==> config.mk <==
export PLATFORM = sky130hd
export DESIGN_NAME = branch_target_predictor_flat
export DESIGN_NICKNAME = d
export VERILOG_FILES = /design/src/rtl/branch_target_predictor_if.sv /design/src/rtl/branch_target_predictor.sv /design/src/flat_wrapper.sv
export SDC_FILE = /design/constraint.sdc
export NUM_CORES = 2
export LEC_CHECK = 0
export ABC_CLOCK_PERIOD_IN_PS = 10000
export BUFFER_PORTS_ARGS = -buffer_cell sky130_fd_sc_hd__buf_4
export CAP_MARGIN = 15
export CORE_AREA = 2 2 457 459
export DETAILED_ROUTE_END_ITERATION = 8
export DIE_AREA = 0 0 459 461
export PLACE_DENSITY = 0.48
export SYNTH_ARGS = -nofsm -noshare
export SYNTH_HDL_FRONTEND = slang
export SYNTH_SLANG_ARGS = --single-unit
==> constraint.sdc <==
create_clock -name clk -period 10 [get_ports clk]
set_clock_uncertainty 0.05 [all_clocks]
set_input_delay 2 -clock clk [delete_from_list [all_inputs] [get_ports clk]]
set_output_delay 2 -clock clk [all_outputs]
set_load 0.005 [all_outputs]
==> src/rtl/branch_target_predictor_if.sv <==
// IF-stage lookup and EX-stage resolution signals of the branch target predictor.
// The pipeline drives through the master modport. The predictor uses the slave modport.
interface branch_target_predictor_if;
  logic        valid_in;
  logic        ready_in;
  logic [31:0] trap_raddr;
  logic [31:0] PC_IF;
  logic [31:0] IM_IF;
  logic        jump_ena_IF;
  logic        jump_alw_IF;
  logic        jump_ind_IF;
  logic        trap_ret_IF;
  logic        call_IF;
  logic        ret_IF;
  logic        jump_pred_IF;
  logic [31:0] jump_addr_IF;
  logic [31:0] PC_EX;
  logic        jump_ena_EX;
  logic        jump_alw_EX;
  logic        jump_ind_EX;
  logic        jump_taken_EX;
  logic [31:0] jump_addr_EX;

  modport master (
    output valid_in, ready_in, trap_raddr, PC_IF, IM_IF,
    output jump_ena_IF, jump_alw_IF, jump_ind_IF, trap_ret_IF, call_IF, ret_IF,
    output PC_EX, jump_ena_EX, jump_alw_EX, jump_ind_EX, jump_taken_EX, jump_addr_EX,
    input  jump_pred_IF, jump_addr_IF
  );

  modport slave (
    input  valid_in, ready_in, trap_raddr, PC_IF, IM_IF,
    input  jump_ena_IF, jump_alw_IF, jump_ind_IF, trap_ret_IF, call_IF, ret_IF,
    input  PC_EX, jump_ena_EX, jump_alw_EX, jump_ind_EX, jump_taken_EX, jump_addr_EX,
    output jump_pred_IF, jump_addr_IF
  );
endinterface

==> src/rtl/branch_target_predictor.sv <==
// Gshare direction predictor with a direct-mapped BTB for indirect jumps and a
// speculative return address stack. Prediction is combinational; EX resolution trains.
module branch_target_predictor #(
  parameter int IDX_BITS  = 6,
  parameter int HIST_BITS = 6,
  parameter int CNT_BITS  = 2,
  parameter int BTB_BITS  = 4,
  parameter int RAS_DEPTH = 4
) (
  input logic                       clk,
  input logic                       reset,
  branch_target_predictor_if.slave  bus
);
  localparam int PHT_SIZE = 1 << IDX_BITS;
  localparam int BTB_SIZE = 1 << BTB_BITS;
  localparam int TAG_BITS = 30 - BTB_BITS;
  localparam int PTR_BITS = (RAS_DEPTH > 1) ? $clog2(RAS_DEPTH) : 1;
  localparam int CNT_W    = $clog2(RAS_DEPTH + 1);

  localparam logic [CNT_BITS-1:0] CNT_INIT = CNT_BITS'(1) << (CNT_BITS - 1);
  localparam logic [CNT_BITS-1:0] CNT_MAX  = '1;
  localparam logic [PTR_BITS-1:0] PTR_LAST = PTR_BITS'(RAS_DEPTH - 1);
  localparam logic [CNT_W-1:0]    RAS_FULL = CNT_W'(RAS_DEPTH);

  logic [CNT_BITS-1:0] pht [PHT_SIZE];
  logic [HIST_BITS-1:0] ghr;

  logic [BTB_SIZE-1:0] btb_valid;
  logic [TAG_BITS-1:0] btb_tag    [BTB_SIZE];
  logic [31:0]         btb_target [BTB_SIZE];

  logic [31:0]         ras [RAS_DEPTH];
  logic [PTR_BITS-1:0] ras_top;
  logic [CNT_W-1:0]    ras_count;

  logic [IDX_BITS-1:0] r_idx, w_idx;
  logic [BTB_BITS-1:0] btb_r_idx, btb_w_idx;
  logic                btb_hit, ras_nonempty, pht_taken;
  logic                if_fire, pht_upd, btb_upd;
  logic                ras_push, ras_pop, ras_replace;
  logic [31:0]         link_addr;
  logic                unused_pc_ex_lsbs;

  function automatic logic [PTR_BITS-1:0] ptr_inc(input logic [PTR_BITS-1:0] p);
    return (p == PTR_LAST) ? '0 : p + PTR_BITS'(1);
  endfunction

  function automatic logic [PTR_BITS-1:0] ptr_dec(input logic [PTR_BITS-1:0] p);
    return (p == '0) ? PTR_LAST : p - PTR_BITS'(1);
  endfunction

  assign r_idx     = bus.PC_IF[IDX_BITS+1:2] ^ IDX_BITS'(ghr);
  assign w_idx     = bus.PC_EX[IDX_BITS+1:2] ^ IDX_BITS'(ghr);
  assign btb_r_idx = bus.PC_IF[BTB_BITS+1:2];
  assign btb_w_idx = bus.PC_EX[BTB_BITS+1:2];

  assign btb_hit      = btb_valid[btb_r_idx] && (btb_tag[btb_r_idx] == bus.PC_IF[31:BTB_BITS+2]);
  assign ras_nonempty = (ras_count != '0);
  assign pht_taken    = pht[r_idx][CNT_BITS-1];
  assign link_addr    = bus.PC_IF + 32'd4;

  assign if_fire = bus.valid_in && bus.ready_in && bus.jump_ena_IF;
  assign pht_upd = bus.ready_in && bus.jump_ena_EX && !bus.jump_alw_EX;
  assign btb_upd = bus.ready_in && bus.jump_ena_EX && bus.jump_ind_EX && bus.jump_taken_EX;

  // A call+ret pair on an empty stack degenerates into a plain push.
  assign ras_push    = if_fire && bus.call_IF && (!bus.ret_IF || !ras_nonempty);
  assign ras_replace = if_fire && bus.call_IF && bus.ret_IF && ras_nonempty;
  assign ras_pop     = if_fire && bus.ret_IF && !bus.call_IF && ras_nonempty;

  assign unused_pc_ex_lsbs = &{1'b0, bus.PC_EX[1:0]};

  // NOTE: every signal driven from always_comb gets its default first, so no path can infer a latch.
  always_comb begin
    bus.jump_addr_IF = bus.PC_IF + bus.IM_IF;
    if (bus.trap_ret_IF)                    bus.jump_addr_IF = bus.trap_raddr;
    else if (bus.ret_IF && ras_nonempty)    bus.jump_addr_IF = ras[ras_top];
    else if (bus.jump_ind_IF && btb_hit)    bus.jump_addr_IF = btb_target[btb_r_idx];
  end

  assign bus.jump_pred_IF = bus.valid_in && bus.jump_ena_IF &&
                            ( bus.trap_ret_IF
                           || (bus.jump_alw_IF && !bus.jump_ind_IF)
                           || (bus.jump_ind_IF &&  bus.ret_IF && ras_nonempty)
                           || (bus.jump_ind_IF && !bus.ret_IF && btb_hit)
                           || (!bus.jump_alw_IF && pht_taken));

  // NOTE: counters and valid bits carry architectural reset values and are cleared here;
  // BTB tag/target and RAS payload are only read behind a valid bit or count, so they have no reset.
  always_ff @(posedge clk or posedge reset) begin
    if (reset) begin
      for (int i = 0; i < PHT_SIZE; i++) pht[i] <= CNT_INIT;
      ghr <= '0;
    end else if (pht_upd) begin
      if (bus.jump_taken_EX) begin
        if (pht[w_idx] != CNT_MAX) pht[w_idx] <= pht[w_idx] + CNT_BITS'(1);
      end else begin
        if (pht[w_idx] != '0) pht[w_idx] <= pht[w_idx] - CNT_BITS'(1);
      end
      ghr <= (ghr << 1) | HIST_BITS'(bus.jump_taken_EX);
    end
  end

  always_ff @(posedge clk or posedge reset) begin
    if (reset) begin
      btb_valid <= '0;
    end else if (btb_upd) begin
      btb_valid[btb_w_idx] <= 1'b1;
    end
  end

  always_ff @(posedge clk) begin
    if (btb_upd) begin
      btb_tag[btb_w_idx]    <= bus.PC_EX[31:BTB_BITS+2];
      btb_target[btb_w_idx] <= bus.jump_addr_EX;
    end
  end

  // Pushing onto a full stack silently overwrites the oldest entry.
  always_ff @(posedge clk or posedge reset) begin
    if (reset) begin
      ras_top   <= '0;
      ras_count <= '0;
    end else if (ras_push) begin
      ras_top <= ptr_inc(ras_top);
      if (ras_count != RAS_FULL) ras_count <= ras_count + CNT_W'(1);
    end else if (ras_pop) begin
      ras_top   <= ptr_dec(ras_top);
      ras_count <= ras_count - CNT_W'(1);
    end
  end

  always_ff @(posedge clk) begin
    if (ras_push)         ras[ptr_inc(ras_top)] <= link_addr;
    else if (ras_replace) ras[ras_top]          <= link_addr;
  end
endmodule

==> src/flat_wrapper.sv <==
// flat-port wrapper written by rule: the top's interface ports become plain ports
module branch_target_predictor_flat 
#(
  parameter int IDX_BITS  = 6,
  parameter int HIST_BITS = 6,
  parameter int CNT_BITS  = 2,
  parameter int BTB_BITS  = 4,
  parameter int RAS_DEPTH = 4
)
  (clk, reset, bus_valid_in, bus_ready_in, bus_trap_raddr, bus_PC_IF, bus_IM_IF, bus_jump_ena_IF, bus_jump_alw_IF, bus_jump_ind_IF, bus_trap_ret_IF, bus_call_IF, bus_ret_IF, bus_PC_EX, bus_jump_ena_EX, bus_jump_alw_EX, bus_jump_ind_EX, bus_jump_taken_EX, bus_jump_addr_EX, bus_jump_pred_IF, bus_jump_addr_IF);
  branch_target_predictor_if bus_i ();
  input logic clk;
  input logic reset;
  input wire logic [$bits(bus_i.valid_in)-1:0] bus_valid_in;
  input wire logic [$bits(bus_i.ready_in)-1:0] bus_ready_in;
  input wire logic [$bits(bus_i.trap_raddr)-1:0] bus_trap_raddr;
  input wire logic [$bits(bus_i.PC_IF)-1:0] bus_PC_IF;
  input wire logic [$bits(bus_i.IM_IF)-1:0] bus_IM_IF;
  input wire logic [$bits(bus_i.jump_ena_IF)-1:0] bus_jump_ena_IF;
  input wire logic [$bits(bus_i.jump_alw_IF)-1:0] bus_jump_alw_IF;
  input wire logic [$bits(bus_i.jump_ind_IF)-1:0] bus_jump_ind_IF;
  input wire logic [$bits(bus_i.trap_ret_IF)-1:0] bus_trap_ret_IF;
  input wire logic [$bits(bus_i.call_IF)-1:0] bus_call_IF;
  input wire logic [$bits(bus_i.ret_IF)-1:0] bus_ret_IF;
  input wire logic [$bits(bus_i.PC_EX)-1:0] bus_PC_EX;
  input wire logic [$bits(bus_i.jump_ena_EX)-1:0] bus_jump_ena_EX;
  input wire logic [$bits(bus_i.jump_alw_EX)-1:0] bus_jump_alw_EX;
  input wire logic [$bits(bus_i.jump_ind_EX)-1:0] bus_jump_ind_EX;
  input wire logic [$bits(bus_i.jump_taken_EX)-1:0] bus_jump_taken_EX;
  input wire logic [$bits(bus_i.jump_addr_EX)-1:0] bus_jump_addr_EX;
  output wire logic [$bits(bus_i.jump_pred_IF)-1:0] bus_jump_pred_IF;
  output wire logic [$bits(bus_i.jump_addr_IF)-1:0] bus_jump_addr_IF;
  assign bus_i.valid_in = bus_valid_in;
  assign bus_i.ready_in = bus_ready_in;
  assign bus_i.trap_raddr = bus_trap_raddr;
  assign bus_i.PC_IF = bus_PC_IF;
  assign bus_i.IM_IF = bus_IM_IF;
  assign bus_i.jump_ena_IF = bus_jump_ena_IF;
  assign bus_i.jump_alw_IF = bus_jump_alw_IF;
  assign bus_i.jump_ind_IF = bus_jump_ind_IF;
  assign bus_i.trap_ret_IF = bus_trap_ret_IF;
  assign bus_i.call_IF = bus_call_IF;
  assign bus_i.ret_IF = bus_ret_IF;
  assign bus_i.PC_EX = bus_PC_EX;
  assign bus_i.jump_ena_EX = bus_jump_ena_EX;
  assign bus_i.jump_alw_EX = bus_jump_alw_EX;
  assign bus_i.jump_ind_EX = bus_jump_ind_EX;
  assign bus_i.jump_taken_EX = bus_jump_taken_EX;
  assign bus_i.jump_addr_EX = bus_jump_addr_EX;
  assign bus_jump_pred_IF = bus_i.jump_pred_IF;
  assign bus_jump_addr_IF = bus_i.jump_addr_IF;
  branch_target_predictor #(.IDX_BITS(IDX_BITS), .HIST_BITS(HIST_BITS), .CNT_BITS(CNT_BITS), .BTB_BITS(BTB_BITS), .RAS_DEPTH(RAS_DEPTH)) u_core (.clk(clk), .reset(reset), .bus(bus_i));
endmodule
==> results.cfg <==
[sta]
period_share = 0.884
hold_violations = 0
worst_pin_slew_ns = 1.14
slew_violations = 0
rsz0062_at_grt = no
setup_viol = 0
min_period_ns = 8.84
tns_ns = 0
fmaxAchievable_mhz = 113
max_slew_margin = 0.242

[worst_hold_path]
worst_hold_path_type = register to register
hold_start = u_core.btb_valid[2]
hold_depth = 1
min_to = u_core.btb_valid[2]

[worst_setup_path]
r2r_end = u_core.pht[65]
crit_path_start = bus_PC_IF[2]
worstPathCellList = buf_8 -> buf_4 -> mux4_2 -> xnor2_1 -> o21ai_1 -> o41ai_1 -> a31oi_1 -> nor4b_2 -> or4b_2 -> mux2i_1 -> a21oi_1 -> buf_4
rrSetupSlack_ns = 4.48
critical_path_depth = 12
worst-path-buf-inv = 3
path_class = input port to output pin
reg2reg_from = u_core.ghr[0]
crit_path_start_kind = input port
critPathMaxFanout = 49
end_kind = output pin
cp.arrival_ns = 6.79
reg2reg_depth = 17
critical_path_required_ns = 7.95
critical_path.most_common_cell = buf_4
max_stage_delay_ns = 1.02
crit_family = simple AND/OR/NAND/NOR gates
worst_path_max_delay_cell = or4b_2

[synthesis]
synth_edf_count = 1056
avgSynthCellArea_sq_um = 17.7
synthCells = 2899
syn_nets = 3111
synthTopCellsByArea = edfxtp_1 62%, mux4_2 14%, dfrtp_1 4.4%
async_reset_ff_frac = 0.128
ys.flop_type = edfxtp_1
netlist_area_sq_um = 51400
synth.largest_area_cell = edfxtp_1
synth_seq_cells = 1211
ys_warn_count = 0
ys_seq_area_frac = 0.695
yosysTopAreaCellShare = 0.618
synth_cell_types = 72

[placed_design]
numPortBuffers = 204
dp_hpwl_mm = 105
gp_congestion = 0.878

[grt]
grt_pass1_wl_mm = 230
grt_pass1_vias = 29258
grt_usage = 0.153
use_met1 = 0.200
grt-ovfl-total = 0
antenna_found_initial = 33
gr-usage-met3 = 0.0271
grt_max_degree = 106
use_met2 = 0.253
grt.busiest_layer = met2

[cells_and_area]
syn2layout_area_growth_pct = 18.8
n_fill_cell = 20411
nets = 3387
drive_above_1_share = 0.302
final_cell_mix = 1056 x edfxtp_1, 309 x mux4_2, 281 x buf_4, 212 x nor2_1, 137 x clkbuf_16
layout_commonest_cell = edfxtp_1

[cts]
clk_pin_slew_ns = 0.06
holdBufCountCts = 0
cts-resized-gates = 0
clock-sinks = 1211
htree_levels = 4
cts_tree = yes
clock_latency_ns = 0.78
cts_root_buf = clkbuf_16
post_cts_buffers = 0
cts_buffers = 134
clock_path_buffers = 3

[route]
num_vias = 29084
first_pass_iters = 5
detail_route.wirelength_mm = 164
wl_per_cell_um = 27.4
ant_nets = 0
via_per_inst = 4.85
first_iter_violations = 2685
drc = 0

[floorplan]
fp.dieH_um = 461
io_pins = 207
die-area_sq_um = 212000
die_w_um = 459
start_util = 0.249
core_region_area_sq_um = 206000
std_cell_rows = 167

[power_and_ir_drop]
power_density_nw_per_um2 = 219
ir_worst_vdd_mv = 0.242
p_leak_nw = 20.1
fin_total_pwr_mw = 13.3

[flow_run]
drv_cap = 0

[run_status]
run_status = complete, no violations
worst reg2reg max path, cell delays in order (launching register included):
cell and delay, ns:
dfrtp_1 0.62, xor2_4 0.35, buf_4 0.36, nand2_1 0.37, o22ai_1 0.13, nor3_1 0.19
a21oi_1 0.06, a21oi_1 0.25, o22ai_1 0.13, or2_2 0.36, or3_1 0.32, ha_1 0.20
nor2b_1 0.12, a211o_1 0.24, nor2_1 0.22, nand3_1 0.59, nor2_1 0.50, mux2_2 0.38
where the power goes:
part           internal (mW)  switching [mW]  total, mW  leakage (nW)
Sequential              5.77           0.148       5.91          11.4
Clock                   2.90            2.10       5.00          2.15
Combinational          0.846            1.59       2.43          6.59
Total                   9.51            3.83       13.3          20.1
metal layers:
metal	vias up	wire, um
met5	-	89
met4	14	6170
met3	283	8700
met2	930	80400
met1	15535	68800
li1	12322	-
layout make-up:
class	instances	area, sq um	area share
diodes	9	22.5	0.000369
clock buffers	165	3570	0.0586
clock inverters	74	853	0.0140
inverters	23	92.6	0.00152
multi-input cells	1518	15200	0.249
flip-flops and latches	1211	35700	0.585
well taps	2704	3380	0.0555
repair buffers	287	2210	0.0363
registers in the layout, indices dropped and copies added (netlist names), named ones only:
| name | count |
|---|---|
| u_core.btb_tag | 416 |
| u_core.btb_target | 512 |
| u_core.btb_valid | 16 |
| u_core.ghr | 6 |
| u_core.pht | 64 |
| u_core.ras | 128 |
| u_core.ras_count | 3 |
| u_core.ras_top | 2 |
worst max path at each step:
stage | endpoint | slack (ns)
after floorplan | u_core.btb_valid[0] | 2.89
after global placement | bus_jump_addr_IF[31] | 1.07
after detailed placement | bus_jump_addr_IF[31] | 1.11
after CTS | bus_jump_addr_IF[31] | 1.09
after global routing | bus_jump_addr_IF[4] | 0.96
final | bus_jump_addr_IF[22] | 1.16
metrics by stage:
step | cells | setup WS (ns) | area, sq um | util | hold WS [ns]
3_3_place_gp | 5742 | 1.07 | 56500 | 0.274 | 0.397
6_report | 5991 | 1.16 | 61000 | 0.295 | 0.417
5_1_grt | 5987 | 0.964 | 61000 | 0.295 | 0.428
4_1_cts | 5982 | 1.09 | 61000 | 0.295 | 0.417
2_1_floorplan | 2899 | 2.89 | 51400 | - | 0.384
3_5_place_dp | 5743 | 1.11 | 56500 | 0.274 | 0.398
cell usage after synthesis (all sizes together), types with 9 or more instances:
cell,count
nand3,36
o22ai,53
a22oi,16
mux2i,89
xnor2,58
and3,12
o21ai,46
nand4,11
nor2b,13
ha,36
clkbuf,75
mux2,81
a21oi,78
a31oi,80
or2,17
dfrtp,91
xor2,30
a211oi,9
nor3,33
nor2,229
edfxtp,1056
buf,72
inv,22
dfstp,64
a22o,13
mux4,309
nand2,123
nand2b,16
kinds of logic (layout without fill, tap and decap cells):
logic type / count (synthesis) / after routing / synth area share
adders and majority gates: 38 / 38 / 0.00955
buffers and inverters: 170 / 549 / 0.0149
and+or+nand+nor: 528 / 528 / 0.0465
DFF: 1211 / 1211 / 0.695
AOI/OAI and AO/OA: 385 / 385 / 0.0488
muxes: 479 / 479 / 0.171
other: 0 / 9 / 0
xor gates and xnor gates: 88 / 88 / 0.0150
Power figures use the tool's default switching activity.
